**src/rtl/instruction_fetch_unit.sv**
```systemverilog
// Single-issue instruction fetch with a one-entry skid buffer and redirect drain.
// Optional macro FETCH_MISALIGN_TRAP_EN: misaligned redirect targets raise a sticky fault and stop fetch.
module instruction_fetch_unit #(
   parameter logic [31:0] RESET_PC = 32'h0000_0000
) (
   input  logic        clk,
   input  logic        reset,
   input  logic        stall,
   input  logic        redirect_en,
   input  logic [31:0] redirect_pc,
   output logic        imem_read,
   output logic [31:0] imem_addr,
   input  logic        imem_busywait,
   input  logic [31:0] imem_rdata,
   output logic        if_valid,
   output logic [31:0] if_pc,
   output logic [31:0] if_instruction,
   output logic        misaligned_fault
);

   localparam int unsigned    XLEN       = 32;
   localparam logic [XLEN-1:0] NOP_INSTR  = XLEN'(32'h0000_0013);
   localparam logic [XLEN-1:0] PC_STEP    = XLEN'(4);
   localparam logic [XLEN-1:0] ALIGN_MASK = XLEN'(32'hFFFF_FFFC);

   typedef enum logic [1:0] {
      FETCH = 2'd0,
      DRAIN = 2'd1,
      HOLD  = 2'd2
   } state_t;

   state_t            r_state,      w_state_nxt;
   logic              r_read,       w_read_nxt;
   logic [XLEN-1:0]   r_addr,       w_addr_nxt;
   logic [XLEN-1:0]   r_target,     w_target_nxt;
   logic              r_valid,      w_valid_nxt;
   logic [XLEN-1:0]   r_if_pc,      w_if_pc_nxt;
   logic [XLEN-1:0]   r_instr,      w_instr_nxt;
   logic [XLEN-1:0]   r_skid_pc,    w_skid_pc_nxt;
   logic [XLEN-1:0]   r_skid_instr, w_skid_instr_nxt;
   logic              r_fault,      w_fault_nxt;

   logic              w_resp;
   logic              w_misalign;
   logic [XLEN-1:0]   w_redir_pc;

   assign w_resp     = r_read & ~imem_busywait;
   assign w_redir_pc = redirect_pc & ALIGN_MASK;

`ifdef FETCH_MISALIGN_TRAP_EN
   assign w_misalign = redirect_en & (redirect_pc[1:0] != 2'b00);
`else
   assign w_misalign = 1'b0;
`endif

   // Next-state and registered-output computation
   always_comb begin
      w_state_nxt      = r_state;
      w_read_nxt       = r_read;
      w_addr_nxt       = r_addr;
      w_target_nxt     = r_target;
      w_valid_nxt      = r_valid;
      w_if_pc_nxt      = r_if_pc;
      w_instr_nxt      = r_instr;
      w_skid_pc_nxt    = r_skid_pc;
      w_skid_instr_nxt = r_skid_instr;
      w_fault_nxt      = r_fault | w_misalign;

      if (redirect_en) begin
         // Redirect beats stall and any same-cycle response; leaving HOLD empties the skid
         w_valid_nxt = 1'b0;
         w_instr_nxt = NOP_INSTR;
         if (r_read && imem_busywait) begin
            w_state_nxt  = DRAIN;
            w_target_nxt = w_redir_pc;
            w_read_nxt   = 1'b1;
         end else begin
            w_state_nxt = FETCH;
            w_addr_nxt  = w_redir_pc;
            w_read_nxt  = ~w_fault_nxt;
         end
      end else begin
         unique case (r_state)
            FETCH: begin
               w_read_nxt = ~w_fault_nxt;
               if (!stall) begin
                  w_valid_nxt = 1'b0;
                  w_instr_nxt = NOP_INSTR;
               end
               if (w_resp) begin
                  w_addr_nxt = r_addr + PC_STEP;
                  if (!r_valid || !stall) begin
                     w_valid_nxt = 1'b1;
                     w_if_pc_nxt = r_addr;
                     w_instr_nxt = imem_rdata;
                  end else begin
                     w_skid_pc_nxt    = r_addr;
                     w_skid_instr_nxt = imem_rdata;
                     w_state_nxt      = HOLD;
                     w_read_nxt       = 1'b0;
                  end
               end
            end
            DRAIN: begin
               if (!imem_busywait) begin
                  w_state_nxt = FETCH;
                  w_addr_nxt  = r_target;
                  w_read_nxt  = ~w_fault_nxt;
               end
            end
            HOLD: begin
               w_read_nxt = 1'b0;
               if (!stall) begin
                  w_valid_nxt = 1'b1;
                  w_if_pc_nxt = r_skid_pc;
                  w_instr_nxt = r_skid_instr;
                  w_state_nxt = FETCH;
                  w_read_nxt  = ~w_fault_nxt;
               end
            end
            default: begin
               w_state_nxt = FETCH;
               w_read_nxt  = 1'b0;
            end
         endcase
      end
   end

   // State and output registers
   always_ff @(posedge clk) begin
      if (reset) begin
         r_state      <= FETCH;
         r_read       <= 1'b0;
         r_addr       <= RESET_PC;
         r_target     <= RESET_PC;
         r_valid      <= 1'b0;
         r_if_pc      <= '0;
         r_instr      <= NOP_INSTR;
         r_skid_pc    <= '0;
         r_skid_instr <= NOP_INSTR;
         r_fault      <= 1'b0;
      end else begin
         r_state      <= w_state_nxt;
         r_read       <= w_read_nxt;
         r_addr       <= w_addr_nxt;
         r_target     <= w_target_nxt;
         r_valid      <= w_valid_nxt;
         r_if_pc      <= w_if_pc_nxt;
         r_instr      <= w_instr_nxt;
         r_skid_pc    <= w_skid_pc_nxt;
         r_skid_instr <= w_skid_instr_nxt;
         r_fault      <= w_fault_nxt;
      end
   end

   assign imem_read        = r_read;
   assign imem_addr        = r_addr;
   assign if_valid         = r_valid;
   assign if_pc            = r_if_pc;
   assign if_instruction   = r_instr;
   assign misaligned_fault = r_fault;

endmodule

```
**config.mk**
```make
export PLATFORM = sky130hd
export DESIGN_NAME = instruction_fetch_unit
export DESIGN_NICKNAME = d
export VERILOG_FILES = /design/src/rtl/instruction_fetch_unit.sv
export SDC_FILE = /design/constraint.sdc
export NUM_CORES = 1
export LEC_CHECK = 0
export CELL_PAD_IN_SITES_DETAIL_PLACEMENT = 1
export CELL_PAD_IN_SITES_GLOBAL_PLACEMENT = 1
export CORE_MARGIN = 8
export CORE_UTILIZATION = 42
export CTS_CLUSTER_DIAMETER = 30
export DETAILED_ROUTE_END_ITERATION = 8
export DONT_BUFFER_PORTS = 1
export PLACE_DENSITY = 0.77
export REMOVE_ABC_BUFFERS = 1
export SYNTH_ARGS = -nofsm -noshare
export SYNTH_HDL_FRONTEND = slang
export SYNTH_SLANG_ARGS = --single-unit
```
**constraint.sdc**
```tcl
create_clock -name clk -period 2.1 [get_ports clk]
set_input_delay 0.42 -clock clk [delete_from_list [all_inputs] [get_ports clk]]
set_output_delay 0.42 -clock clk [all_outputs]
set_load 0.01 [all_outputs]
```
# Word level (Yosys, flattened, before mapping)
# Cells that the tools add are included.
dict set report word_totals {
  register_bits 194
  input_bits 69
  wordCells 70
}
dict set report op_classes {
  add_sub_neg 1
  n_eq_ne 10
  muxes 32
  bitwise_logic 4
  reduce_logical 14
}
# cell n
set ops {}
lappend ops {{two-way mux 32 bit} 11}
lappend ops {{one-hot mux 32 bit (2 select lines)} 3}
lappend ops {{adder 32 x 3 -> 32 bit (second input constant)} 1}
lappend ops {{inequality test 3 bit (second input constant)} 4}
lappend ops {{AND reduction 4 bit} 3}
lappend ops {{two-way mux 1 bit} 10}
lappend ops {{two-way mux 2 bit} 5}
lappend ops {{inequality test 2 bit (second input constant)} 4}
lappend ops {{one-hot mux 2 bit (3 select lines)} 1}
lappend ops {{AND reduction 5 bit} 1}
lappend ops {{AND reduction 2 bit} 2}
lappend ops {{inverter 1 bit} 3}
lappend ops {{one-hot mux 1 bit (3 select lines)} 1}
lappend ops {{nonzero test 3 bit} 1}
lappend ops {{== test 2 x 1 -> 1 bit (second input constant)} 1}
lappend ops {{== test 2 bit (second input constant)} 1}
lappend ops {{logical NOT 1 bit} 2}
lappend ops {{logical NOT 2 bit} 1}
lappend ops {{one-hot mux 1 bit (2 select lines)} 1}
lappend ops {{nonzero test 2 bit} 1}
lappend ops {{OR reduction 2 bit} 1}
lappend ops {{AND 1 bit} 1}
lappend ops {{logical AND 1 bit} 1}
lappend ops {{logical OR 1 bit} 1}

# Logic depth before layout (Yosys ltp)
dict set report depth {
  ltp_word 6
  mapped_depth 9
  ltp_nobuf 6
}

# Least setup slack after synthesis
# No wires, ideal clock.
dict set report synth_timing {
  path_kind {register to register}
  startpoint {register r_addr[2], in the netlist imem_addr[2]}
  endpoint {register r_addr[22], in the netlist imem_addr[22]}
  arrival_ns 2.048
  slack_ns -0.080
  path_stages_with_launch 8
  cell_sequence {dfxtp_1 ha_1 nand3_4 or4_4 buf_6 o311a_2 a21oi_1 a31oi_1}
}
dict set report synth_between {
  elab_chain_cells 4
}
# item line_no
set synth_rtl {}
lappend synth_rtl {{start: declaration} 34} ;# logic [XLEN-1:0] r_addr, w_addr_nxt;
lappend synth_rtl {{start signal: assignment} 145} ;# r_addr <= w_addr_nxt;
lappend synth_rtl {{adder 32 x 3 -> 32 bit} 91} ;# w_addr_nxt = r_addr + PC_STEP;
lappend synth_rtl {{two-way mux 32 bit} 90} ;# if (w_resp) begin
lappend synth_rtl {{one-hot mux 32 bit (2 select lines)} 83} ;# unique case (r_state)
lappend synth_rtl {{two-way mux 32 bit} 69} ;# if (redirect_en) begin
# Every way passes these cells. The select of a mux whose other input is x is not followed.
# A chain may end at the register's enable or synchronous reset.

# Worst setup path in the final report
# Same ends and word-level chain as after synthesis.

==> results.yml <==
status:
  status: "complete, no violations"
sta:
  finClkSkew_ns: 0.00937
  fmax_mhz: 486
  period_needed_ns: 2.06
  slew_viol_final: 0
  holdWs_ns: 0.0491
  period_share: 0.980
  slew_headroom: 0.482
  hold_violations: 0
  setup-violations-final: 0
  worstMarginPinSlew_ns: 0.777
  grt_setup_unrepaired: "no"
clock_tree:
  cts_tree: "done"
  htreeDepth: 4
  cts_setup_buffers: 0
  clkSlewWorstSetupHoldPaths_ns: 0.07
  cts_sinks: 188
  clk_path_buf_depth: 2
  clockRootBuffer: "clkbuf_16"
  clock_latency_ns: 0.45
  numCtsBuffers: 17
pwr:
  pwr-share-seq: 0.483
  peakVddDrop_mv: 0.506
  p_per_area_mw_per_mm2: 794
  pwr-share-comb: 0.093
  power.switching_w: 0.00210
  intPower_w: 0.00579
  p_total_w: 0.00789
  leakagePower_nw: 3.27
  swShare: 0.266
  clockPowerShare: 0.424
synth:
  synth.cell_area_mm2: 0.00885
  syn_area_per_cell_um2: 7.56
  ys.flop_type: "dfxtp_1"
  yosys_warnings: 0
  synth_area_leaders: "dfxtp_1, nand2_1, a21oi_1, a311oi_1, clkbuf_1"
  synth_edf_count: 0
  yosysUniqueCellTypes: 72
  synth_seq_cells: 188
  synth-async-reset-ratio: 0
  synth_top_area_frac: 0.425
  syn_inst: 1171
  yosysSeqAreaShare: 0.425
  synth_top_area_cell: "dfxtp_1"
grt:
  grt_pass1_wl_mm: 47.8
  grt_start_max_net_pins: 164
  grtUsageMet3: 0.0794
  grt_use_met2: 0.396
  antenna_found_initial: 0
  grt.busiest_layer: "met2"
  met1_usage: 0.254
  first_global_vias: 8844
  globalRouteTotalUtil: 0.228
  overflow: 0
floorplan:
  io_pins: 168
  core.rowCount: 53
  die_area_mm2: 0.0260
  die_h_um: 161
  start_util: 0.424
  dieWidth_um: 161
  core_mm2: 0.0209
layout:
  nets: 1228
  layout_common_cells: "nand2_1, dfxtp_1, a21oi_1"
  final_cell_area_mm2: 0.00993
  post-route-util: 0.476
  final_common_cell: "nand2_1"
  area_growth_syn_to_layout_pct: 12.2
  drive_above_1_share: 0.113
  diodes: 0
drt:
  drc: 0
  antenna_left: 0
  wl_per_cell_um: 20.8
  vias: 8581
  vias_per_cell: 5.93
  routed_wl_mm: 30.1
  drt-initial-drc-count: 536
  dr.pass1.iters: 4
place:
  io_buffers: 0
  hpwl_mm: 20.0
  place_congestion: 0.787
  place_area_mm2: 0.00933
critical_path:
  arrival_ns: 2.39
  cp_max_fo: 7
  critPathRequiredTime_ns: 2.43
  cp-end-kind: "register"
  path_class: "reg -> reg"
  critPathLaunchType: "register"
flow_run:
  cap_violations: 0
worst_hold_path:
  hp-class: "in -> reg"
==> state kept, by name (all words and copies together), names as in the netlist <==
name	count
if_instruction	32
r_target	30
r_skid_pc	30
imem_addr	30
if_pc	30
imem_read	1
if_valid	1
r_skid_instr	32
r_state	2
==> routing by layer <==
layer / wire (um) / up-vias
li1: - / 4076
met1: 12200 / 4242
met2: 14900 / 222
met3: 2450 / 41
met4: 567 / 0
met5: 0 / -
==> power groups by stage <==
stage                     combinational, W  clock, W  sequential, W
after floorplan                   0.000393         0        0.00391
after detailed placement          0.000733         0        0.00389
after global routing              0.000812   0.00355        0.00383
after CTS                         0.000740   0.00341        0.00381
after global placement            0.000710         0        0.00389
final                             0.000736   0.00334        0.00381
==> through the flow <==
stage | setup TNS [ns] | std cells | setup WS (ns)
after floorplan | -175.77 | 1065 | -1.46
after global placement | 0 | 1414 | 0.108
after detailed placement | 0 | 1414 | 0.0662
after CTS | 0 | 1446 | 0.0355
after global routing | 0 | 1446 | 0.00406
final | 0 | 1446 | 0.0425
==> area by class of cell <==
cell class / count / area [um^2]
Inverter: 11 / 41.3
Fill cell: 2564 / 11000
Sequential cell: 188 / 3770
Clock buffer: 20 / 457
Timing Repair Buffer: 74 / 618
Clock inverter: 12 / 138
Multi-Input combinational cell: 866 / 4570
Tap cell: 275 / 344
==> critical path: stages, from the launching register on <==
cell	delay (ns)
dfxtp_1	0.34
ha_1	0.24
nand3_4	0.10
or4_4	0.62
o311a_2	0.43
a21oi_1	0.13
a31oi_1	0.08
==> worst paths after layout <==
check	from	endpoint	slack (ns)	cells past startpoint
worst max-delay path	imem_addr[2]	imem_addr[22]	0.04	6
worst min-delay path	reset	r_skid_pc[26]	0.05	1
worst max register to register	imem_addr[2]	imem_addr[22]	0.04	6
worst min register to register	r_target[25]	r_target[25]	0.45	2
==> synth_stat cells (all sizes together) (2+ instances only) <==
library cell / n
a21oi: 133
nand3b: 3
dfxtp: 188
a311oi: 54
nand4b: 2
a221oi: 5
xor2: 2
clkbuf: 83
o41ai: 4
nor4: 6
xnor2: 4
or3: 2
nand2: 338
or4: 3
and4: 2
and2: 4
o21ai: 54
nand3: 20
a211oi: 35
o22ai: 4
nand2b: 9
nand4: 20
nor2: 75
a22oi: 4
o2bb2ai: 2
or2: 2
nor3: 17
o211ai: 11
buf: 26
inv: 11
and3: 5
nor2b: 5
a31oi: 6
o32ai: 5
mux2i: 3
==> logic make-up (layout without fill, tap and decap cells) <==
logic type	Yosys count	in the layout	synth area share
AO/OA/AOI/OAI	333	333	0.242
XOR/XNOR	6	6	0.00593
adder cells (fa/ha/maj)	1	1	0.00141
buffers and inverters	121	117	0.0663
flip-flops	188	188	0.425
multiplexers	4	4	0.00466
other	1	5	0.000424
AND/OR/NAND/NOR	517	517	0.254
==> timing repair <==
action / CTS / global route
setup endpoints to repair: 0 / 14
gates resized for setup: 0 / 3
hold buffers: 0 / 0
No activity file was read; power rests on OpenSTA's default activity.
